$ cat src/rtl/sm83_fetch_if.sv
// rtl/sm83_fetch_if.sv - byte-read memory port between the fetch unit and memory
interface sm83_fetch_if;
  logic        mem_req;
  logic [15:0] mem_addr;
  logic        mem_ack;
  logic [7:0]  mem_rdata;

  modport master (output mem_req, output mem_addr, input mem_ack, input mem_rdata);
  modport slave  (input mem_req, input mem_addr, output mem_ack, output mem_rdata);
endinterface

$ cat src/rtl/sm83_fetch.sv
// rtl/sm83_fetch.sv - SM83 instruction-byte fetch with one-entry output buffer and CB-prefix tracking
module sm83_fetch #(
  parameter logic [15:0] RESET_PC      = 16'h0000,
  parameter logic [7:0]  PREFIX_OPCODE = 8'hCB
) (
  input  logic              clk,
  input  logic              rst_n,
  sm83_fetch_if.master      mem,
  output logic [7:0]        o_instr,
  output logic              o_is_instr16,
  output logic              o_valid,
  input  logic              i_ready,
  output logic [15:0]       o_pc,
  input  logic              i_redirect,
  input  logic [15:0]       i_redirect_pc,
  input  logic              i_halt
);

  typedef enum logic [1:0] {
    IDLE = 2'd0,
    REQ  = 2'd1,
    HOLD = 2'd2
  } state_t;

  state_t      state, state_d;
  logic [15:0] fetch_pc, fetch_pc_d;
  logic        prefix_pending, prefix_pending_d;
  logic [7:0]  instr_d;
  logic        is_instr16_d;
  logic        valid_d;
  logic [15:0] pc_d;

  // Memory request is a pure function of registered state.
  assign mem.mem_req  = (state == REQ);
  assign mem.mem_addr = fetch_pc;

  always_ff @(posedge clk or negedge rst_n) begin
    if (!rst_n) begin
      state          <= IDLE;
      fetch_pc       <= RESET_PC;
      prefix_pending <= 1'b0;
      o_instr        <= 8'h00;
      o_is_instr16   <= 1'b0;
      o_valid        <= 1'b0;
      o_pc           <= RESET_PC;
    end else begin
      state          <= state_d;
      fetch_pc       <= fetch_pc_d;
      prefix_pending <= prefix_pending_d;
      o_instr        <= instr_d;
      o_is_instr16   <= is_instr16_d;
      o_valid        <= valid_d;
      o_pc           <= pc_d;
    end
  end

  always_comb begin
    state_d          = state;
    fetch_pc_d       = fetch_pc;
    prefix_pending_d = prefix_pending;
    instr_d          = o_instr;
    is_instr16_d     = o_is_instr16;
    valid_d          = o_valid;
    pc_d             = o_pc;

    // Redirect wins over everything, including a same-cycle ack whose data is dropped.
    if (i_redirect) begin
      fetch_pc_d       = i_redirect_pc;
      valid_d          = 1'b0;
      prefix_pending_d = 1'b0;
      state_d          = i_halt ? IDLE : REQ;
    end else begin
      case (state)
        IDLE: begin
          if (!i_halt) state_d = REQ;
        end
        REQ: begin
          if (mem.mem_ack) begin
            instr_d      = mem.mem_rdata;
            is_instr16_d = prefix_pending;
            pc_d         = fetch_pc;
            valid_d      = 1'b1;
            fetch_pc_d   = fetch_pc + 16'd1;
            state_d      = HOLD;
          end
        end
        HOLD: begin
          if (i_ready) begin
            valid_d = 1'b0;
            // A CB that is itself the second byte is a CB-page opcode and does not re-arm.
            prefix_pending_d = (o_instr == PREFIX_OPCODE) && !o_is_instr16;
            state_d          = i_halt ? IDLE : REQ;
          end
        end
        default: begin
          state_d = IDLE;
        end
      endcase
    end
  end

endmodule

$ cat src/flat_wrapper.sv
// flat-port wrapper written by rule: the top's interface ports become plain ports
module sm83_fetch_flat 
#(
  parameter logic [15:0] RESET_PC      = 16'h0000,
  parameter logic [7:0]  PREFIX_OPCODE = 8'hCB
)
  (clk, rst_n, o_instr, o_is_instr16, o_valid, i_ready, o_pc, i_redirect, i_redirect_pc, i_halt, mem_mem_req, mem_mem_addr, mem_mem_ack, mem_mem_rdata);
  sm83_fetch_if mem_i ();
  input  logic clk;
  input  logic rst_n;
  output logic [7:0] o_instr;
  output logic o_is_instr16;
  output logic o_valid;
  input  logic i_ready;
  output logic [15:0] o_pc;
  input  logic i_redirect;
  input  logic [15:0] i_redirect_pc;
  input  logic i_halt;
  output wire logic [$bits(mem_i.mem_req)-1:0] mem_mem_req;
  output wire logic [$bits(mem_i.mem_addr)-1:0] mem_mem_addr;
  input wire logic [$bits(mem_i.mem_ack)-1:0] mem_mem_ack;
  input wire logic [$bits(mem_i.mem_rdata)-1:0] mem_mem_rdata;
  assign mem_mem_req = mem_i.mem_req;
  assign mem_mem_addr = mem_i.mem_addr;
  assign mem_i.mem_ack = mem_mem_ack;
  assign mem_i.mem_rdata = mem_mem_rdata;
  sm83_fetch #(.RESET_PC(RESET_PC), .PREFIX_OPCODE(PREFIX_OPCODE)) u_core (.clk(clk), .rst_n(rst_n), .mem(mem_i), .o_instr(o_instr), .o_is_instr16(o_is_instr16), .o_valid(o_valid), .i_ready(i_ready), .o_pc(o_pc), .i_redirect(i_redirect), .i_redirect_pc(i_redirect_pc), .i_halt(i_halt));
endmodule
$ cat config.mk
export PLATFORM = sky130hd
export DESIGN_NAME = sm83_fetch_flat
export DESIGN_NICKNAME = d
export VERILOG_FILES = /design/src/rtl/sm83_fetch_if.sv /design/src/rtl/sm83_fetch.sv /design/src/flat_wrapper.sv
export SDC_FILE = /design/constraint.sdc
export NUM_CORES = 1
export LEC_CHECK = 0
export ABC_AREA = 0
export CORE_MARGIN = 5
export CORE_UTILIZATION = 45
export DETAILED_ROUTE_END_ITERATION = 8
export GPL_ROUTABILITY_DRIVEN = 0
export PLACE_DENSITY = 0.82
export SLEW_MARGIN = 20
export SYNTH_ARGS = -nofsm -noshare
export SYNTH_HDL_FRONTEND = slang
export SYNTH_SLANG_ARGS = --single-unit
$ cat constraint.sdc
create_clock -name clk -period 2.03 [get_ports clk]
set_input_delay 0.203 -clock clk [delete_from_list [all_inputs] [get_ports clk]]
set_output_delay 0.203 -clock clk [all_outputs]
set_load 0.005 [all_outputs]
==> results of run 1 <==
==> area by class of cell <==
cell class	count	area (um2)	share of cell area, %
well taps	54	67.6	2.24
multi-input cells	124	947	31.4
repair buffers	76	758	25.2
inverters	7	26.3	0.872
clock buffers	7	86.3	2.87
flip-flops and latches	45	1130	37.4
==> cells by family after synthesis <==
logic type	count (synthesis)	synth area share [%]
and+or+nand+nor	62	18.9
xor gates and xnor gates	10	4.08
buffers and inverters	15	3.44
AOI/OAI and AO/OA	25	6.99
DFF	45	52.4
adders and majority gates	1	0.583
muxes	26	13.6
==> stage by stage <==
step	hold slack (ps)	worst slack, ps	area, um2
detailed placement	324	167	2930
finish	-10.3	260	3010
global placement	316	217	2930
CTS	3.39	240	3010
global route	33.8	133	3010
floorplan	-92.6	548	2150
==> routing by layer <==
layer  vias up  global-route usage, %
met4         0                   5.15
met1       850                   22.1
met3         5                   4.88
met2        44                   26.6
li1        802                      -
met5         -                      0
==> state kept, by name, indices dropped and copies added, names as in the netlist <==
name,count
u_core.state,2
u_core.o_valid,1
u_core.o_instr,8
u_core.o_pc,16
u_core.mem.mem_addr,16
u_core.o_is_instr16,1
u_core.prefix_pending,1
==> worst max path at each step <==
stage | start | endpoint
2_1_floorplan | u_core.mem.mem_addr[0] | u_core.mem.mem_addr[12]
3_3_place_gp | mem_mem_ack | u_core.mem.mem_addr[15]
3_5_place_dp | mem_mem_ack | u_core.mem.mem_addr[15]
4_1_cts | u_core.state[0] | mem_mem_req
5_1_grt | u_core.state[0] | mem_mem_req
6_report | u_core.state[0] | mem_mem_req
==> critical path, stage by stage (launching register included) <==
cell,delay (ps)
dfrtp_1,580
nor2b_1,190
clkdlybuf4s50_1,510
==> layout by cell type, fill, tap and decap left out, drive strengths merged, types with 2 or more instances in the layout <==
cell type,n
nor3b,2
xnor2,8
nor2b,2
dfrtp,45
a31oi,3
nor2,13
nand3,5
xor2,2
mux2,25
clkbuf,7
inv,7
clkdlybuf4s50,71
buf,5
nor4,5
a21oi,5
a221o,2
nor3,4
nand3b,2
nand2,18
nand4,4
o21ai,11
==> where the power goes <==
group	switching, mW	leakage (nW)	internal, mW	total (mW)
Sequential	0.160	0.546	1.10	1.26
Clock	0.282	0.0443	0.270	0.553
Combinational	0.252	0.646	0.564	0.817
==> results by group, run 1 <==
Outcome
  • Run status: finished with violations
  • Violated checks: hold timing

Timing
  • Hold Violations, Final: 26
  • Setup violations, final: 0
  • Hold Slack: -10.3 ps
  • RSZ-0062 raised after global routing: false
  • Post-Route Skew: roughly 3.2 ps
  • Fmax: between 500 and 600 MHz
  • Min Tclk post-route: roughly 1800 ps
  • TNS Setup: 0 ps
  • Worst Tran Pin Value: 569 ps
  • Crit share post-route: roughly 87%
  • Final Slew Violations: 0
  • Rel. slew slack: approximately 62%

Clock tree
  • Setup bufs post-CTS: 0
  • Hold_buf cts: 0
  • CTS Root Cell: clkbuf_8
  • TritonCTS clock tree: yes
  • Register clock-pin slew on the reported worst setup and hold paths: roughly 80 ps
  • Clock sink total: 45
  • Post_cts resized: 0
  • H-tree depth: 2
  • Max Root-Sink Buffers: 2
  • TritonCTS Buffers: 5
  • Clock latency on the worst-skew pair: a little under 300 ps

Detailed routing
  • Vias per inst: around 5.4
  • Vias: 1701
  • Met2 Routed Length: roughly 2300 um
  • Drt total wl: around 4800 um
  • Top Metal Used: met4
  • Metal3 WL: 305 um
  • DR iter-0 viols: 76
  • DR pass1 iterations: 4
  • DRC viols: 0
  • Antenna Nets Post-Route: 0
  • WL/cell: ~15 um
  • Metal-1 WL: around 2100 um

Finish
  • Final std cells w/o fill: about 310
  • Area grow syn2layout: 40.3%
  • Fill cell count: approximately 400
  • Final Util: 64.2%
  • Final #Nets: 290
  • Layout cell share with drive strength beyond 1: between 15 and 20%
  • # diodes: 0

Power
  • Total power: 2.63 mW
  • Power per cell area: a little under 900 mW/mm2
  • Worst VDD drop: ~0.00048 V
  • Leak: roughly 1.2 nW

Setup path
  • Critical Path RT: between 1500 and 2000 ps
  • R2r startpoint: u_core.mem.mem_addr[0]
  • Crit Path Class: reg2out
  • Reg2Reg Depth: 5
  • R2R Path End: u_core.mem.mem_addr[12]
  • Crit start category: flip-flop
  • WP data arrival: 1570 ps
  • Crit Path Max Fanout: 9
  • Register-to-register setup slack: 340 ps
  • Worst Setup End Kind: output pin

Synth
  • Main synth FF type: dfrtp_1
  • Yosys top cell area share: approximately 52%
  • Net Count, Synth: roughly 220
  • Ys Warns: 0
  • Area of the mapped netlist: approximately 0.0021 mm2
  • Leading area contributor after synthesis: dfrtp_1
  • Sequential area share after synthesis: between 50% and 60%
  • Synth cell types: 44
  • Avg Cell Area, Syn: approximately 12 um2
  • Post-synth top cells: dfrtp_1, nand2_1, mux2_2, nor2_1, mux2_1
  • Syn Inst Count: 184
  • Post-synth EDFFs: 0
  • FFs w/ async S/R, synth: 100%
  • FF+latch count, synth: 45
  • Most common cell in the netlist: dfrtp_1
  • Synth top area cells: dfrtp_1, mux2_2, mux2_1

Placed design
  • Post-DP HPWL: 3580 um
  • IO Port Bufs: slightly above 70
  • Placed cells: roughly 310

Min path
  • Hold Path Class: in2async

Job
  • Max Cap Viol: 0

Die
  • Initial core utilization: 45.8%
  • FP Rows: 25
  • Die area: around 0.0063 mm2
  • Core area: approximately 0.0047 mm2
  • I/O pin cnt: between 70 and 80
  • Die H: slightly below 80 um
  • Die width: between 70 and 80 um

Global routing
  • Vias in the first global route: 1704
  • Total grt overflow: 0
  • Total GRT Usage: about 17%
  • Largest net degree at the start of global routing: 46
  • Initial antenna violation count: 0
  • First-pass GRT wire length: between 8000 and 9000 um
(Power assumes the default switching activity.)
==> run 2: changes to the inputs <==
CORE_UTILIZATION = 35   (was 45)
PLACE_DENSITY = 0.67   (was 0.82)
==> results by group, run 2 (synthesis results as in run 1) <==
Clock tree
  • Hold_buf cts: 1 (+1)
  • H-tree depth: 2 (unchanged)
  • CTS Root Cell: clkbuf_8
  • Register clock-pin slew on the reported worst setup and hold paths: 80 ps (about the same)
  • TritonCTS Buffers: 5 (unchanged)
  • Post_cts resized: 0 (unchanged)
  • Clock latency on the worst-skew pair: 290 ps (about the same)
  • Clock sink total: 45 (unchanged)
  • Setup bufs post-CTS: 0 (unchanged)
  • Max Root-Sink Buffers: 2 (unchanged)
  • TritonCTS clock tree: yes

Timing
  • Rel. slew slack: 71.9% (+9.9 points)
  • Setup violations, final: 0 (unchanged)
  • RSZ-0062 raised after global routing: false
  • Hold Violations, Final: 0 (-100%)
  • Post-Route Skew: 5.53 ps (+2.31 ps)
  • TNS Setup: 0 ps (unchanged)
  • Min Tclk post-route: 1750 ps (-18.7 ps)
  • Fmax: 571 MHz (+1.1%)
  • Crit share post-route: 86.3% (-0.92 points)
  • Final Slew Violations: 0 (unchanged)
  • Worst Tran Pin Value: 421 ps (-148 ps)

Detailed routing
  • Top Metal Used: met4
  • Metal3 WL: 336 um (+10%)
  • DR iter-0 viols: 22 (-71%)
  • WL/cell: 14.5 um (-5.2%)
  • DRC viols: 0 (unchanged)
  • Vias per inst: 4.85 (-11%)
  • Metal-1 WL: 2310 um (+8.4%)
  • Antenna Nets Post-Route: 0 (unchanged)
  • DR pass1 iterations: 4 (unchanged)
  • Drt total wl: 4880 um (+1.8%)
  • Vias: 1630 (-4.2%)
  • Met2 Routed Length: 2160 um (-6.3%)

Setup path
  • Crit start category: flip-flop
  • WP data arrival: 1550 ps (-20 ps)
  • CP bufs+invs: 1 (unchanged)
  • Worst Setup End Kind: output pin
  • Crit Path Max Fanout: 9 (unchanged)
  • Worst path max stage delay: 570 ps (about the same)
  • Crit Path Class: reg2out
  • Critical path's slowest cell: dfrtp_1
  • Crit path cell chain: nor2b_1 > clkdlybuf4s50_1
  • Delay-heaviest family, CP: flip-flops
  • Critical Path RT: 1830 ps (about the same)

Power
  • Leak: 1.25 nW (+0.73%)
  • Power per cell area: 861 mW/mm2 (-1.3%)
  • Worst VDD drop: 0.000425 V (-11%)

Die
  • I/O pin cnt: 73 (unchanged)
  • Die area: 0.00780 mm2 (+25%)
  • Die width: 88.3 um (+12%)
  • FP Rows: 28 (+12%)
  • Die H: 88.3 um (+12%)
  • Initial core utilization: 36.1% (-9.7 points)
  • Core area: 0.00596 mm2 (+27%)

Finish
  • Final #Nets: 292 (+0.69%)
  • Most common cell after layout, fill and taps aside: clkdlybuf4s50_1
  • Reg area: 0.00113 mm2 (unchanged)
  • Footprint of the multi-input gates: 947 um2 (unchanged)
  • Layout cell share with drive strength beyond 1: 15.3% (+0.27 points)
  • Final std cells w/o fill: 336 (+7.3%)
  • Fill cell count: 559 (+41%)
  • # diodes: 0 (unchanged)
  • Area grow syn2layout: 42.3%
  • Most frequent cells in the layout: clkdlybuf4s50_1, dfrtp_1, nand2_1

Global routing
  • First-pass GRT wire length: 8060 um (-1.9%)
  • Total grt overflow: 0 (unchanged)
  • Total GRT Usage: 13.3% (-3.4 points)
  • Initial antenna violation count: 0 (unchanged)
  • Largest net degree at the start of global routing: 37 (-20%)
  • Vias in the first global route: 1635 (-4.0%)

Placed design
  • Post-DP HPWL: 3690 um (+3.2%)
  • Placed cells: 328 (+7.2%)
  • IO Port Bufs: 72 (unchanged)

Min path
  • Hold Path Class: in2async

Job
  • Max Cap Viol: 0 (unchanged)

Outcome
  • Run status: finished, final reports clean
==> run 2: area by class of cell <==
| type | instances | share of cell area, % |
|---|---|---|
| inverter | 7 | 0.860 |
| clock buffer | 7 | 2.83 |
| timing repair buffer | 78 | 25.4 |
| multi-input combinational | 124 | 31.0 |
| sequential | 45 | 36.9 |
| tap | 75 | 3.07 |
==> run 2: metal layers <==
| layer | vias up | GRT usage (%) |
|---|---|---|
| met5 | - | 0 |
| met4 | 0 | 4.67 |
| met3 | 7 | 3.07 |
| met2 | 46 | 20.1 |
| met1 | 773 | 18.9 |
| li1 | 804 | - |
==> run 2: worst paths after layout <==
path	endpoint	start	cells past startpoint	slack, ps
setup / recovery	mem_mem_req	u_core.state[0]	2	280
hold / removal	u_core.o_instr[4]	rst_n	2	370
setup reg to reg	u_core.mem.mem_addr[12]	u_core.mem.mem_addr[0]	5	350
hold reg to reg	u_core.o_pc[15]	u_core.o_pc[15]	1	490
max in group asynchronous	u_core.o_pc[13]	rst_n	3	1100
min in group clk	u_core.mem.mem_addr[5]	i_redirect_pc[5]	3	450
==> run 2: power by group <==
group          total, mW  switching [mW]  internal, mW
Combinational      0.818           0.251         0.567
Sequential          1.26           0.162          1.10
Clock              0.552           0.282         0.270
Total               2.63           0.695          1.93
==> run 2: stage by stage <==
| step | util (%) | hold WS (ps) | worst slack (ps) | instance area, um2 | power (mW) |
|---|---|---|---|---|---|
| floorplan | - | -92.6 | 548 | 2150 | 1.56 |
| global placement | 49.7 | 166 | 189 | 2960 | 2.10 |
| detailed placement | 49.7 | 169 | 156 | 2960 | 2.11 |
| CTS | 51.3 | 383 | 242 | 3060 | 2.68 |
| global route | 51.3 | 424 | 177 | 3060 | 2.79 |
| finish | 51.3 | 369 | 279 | 3060 | 2.63 |
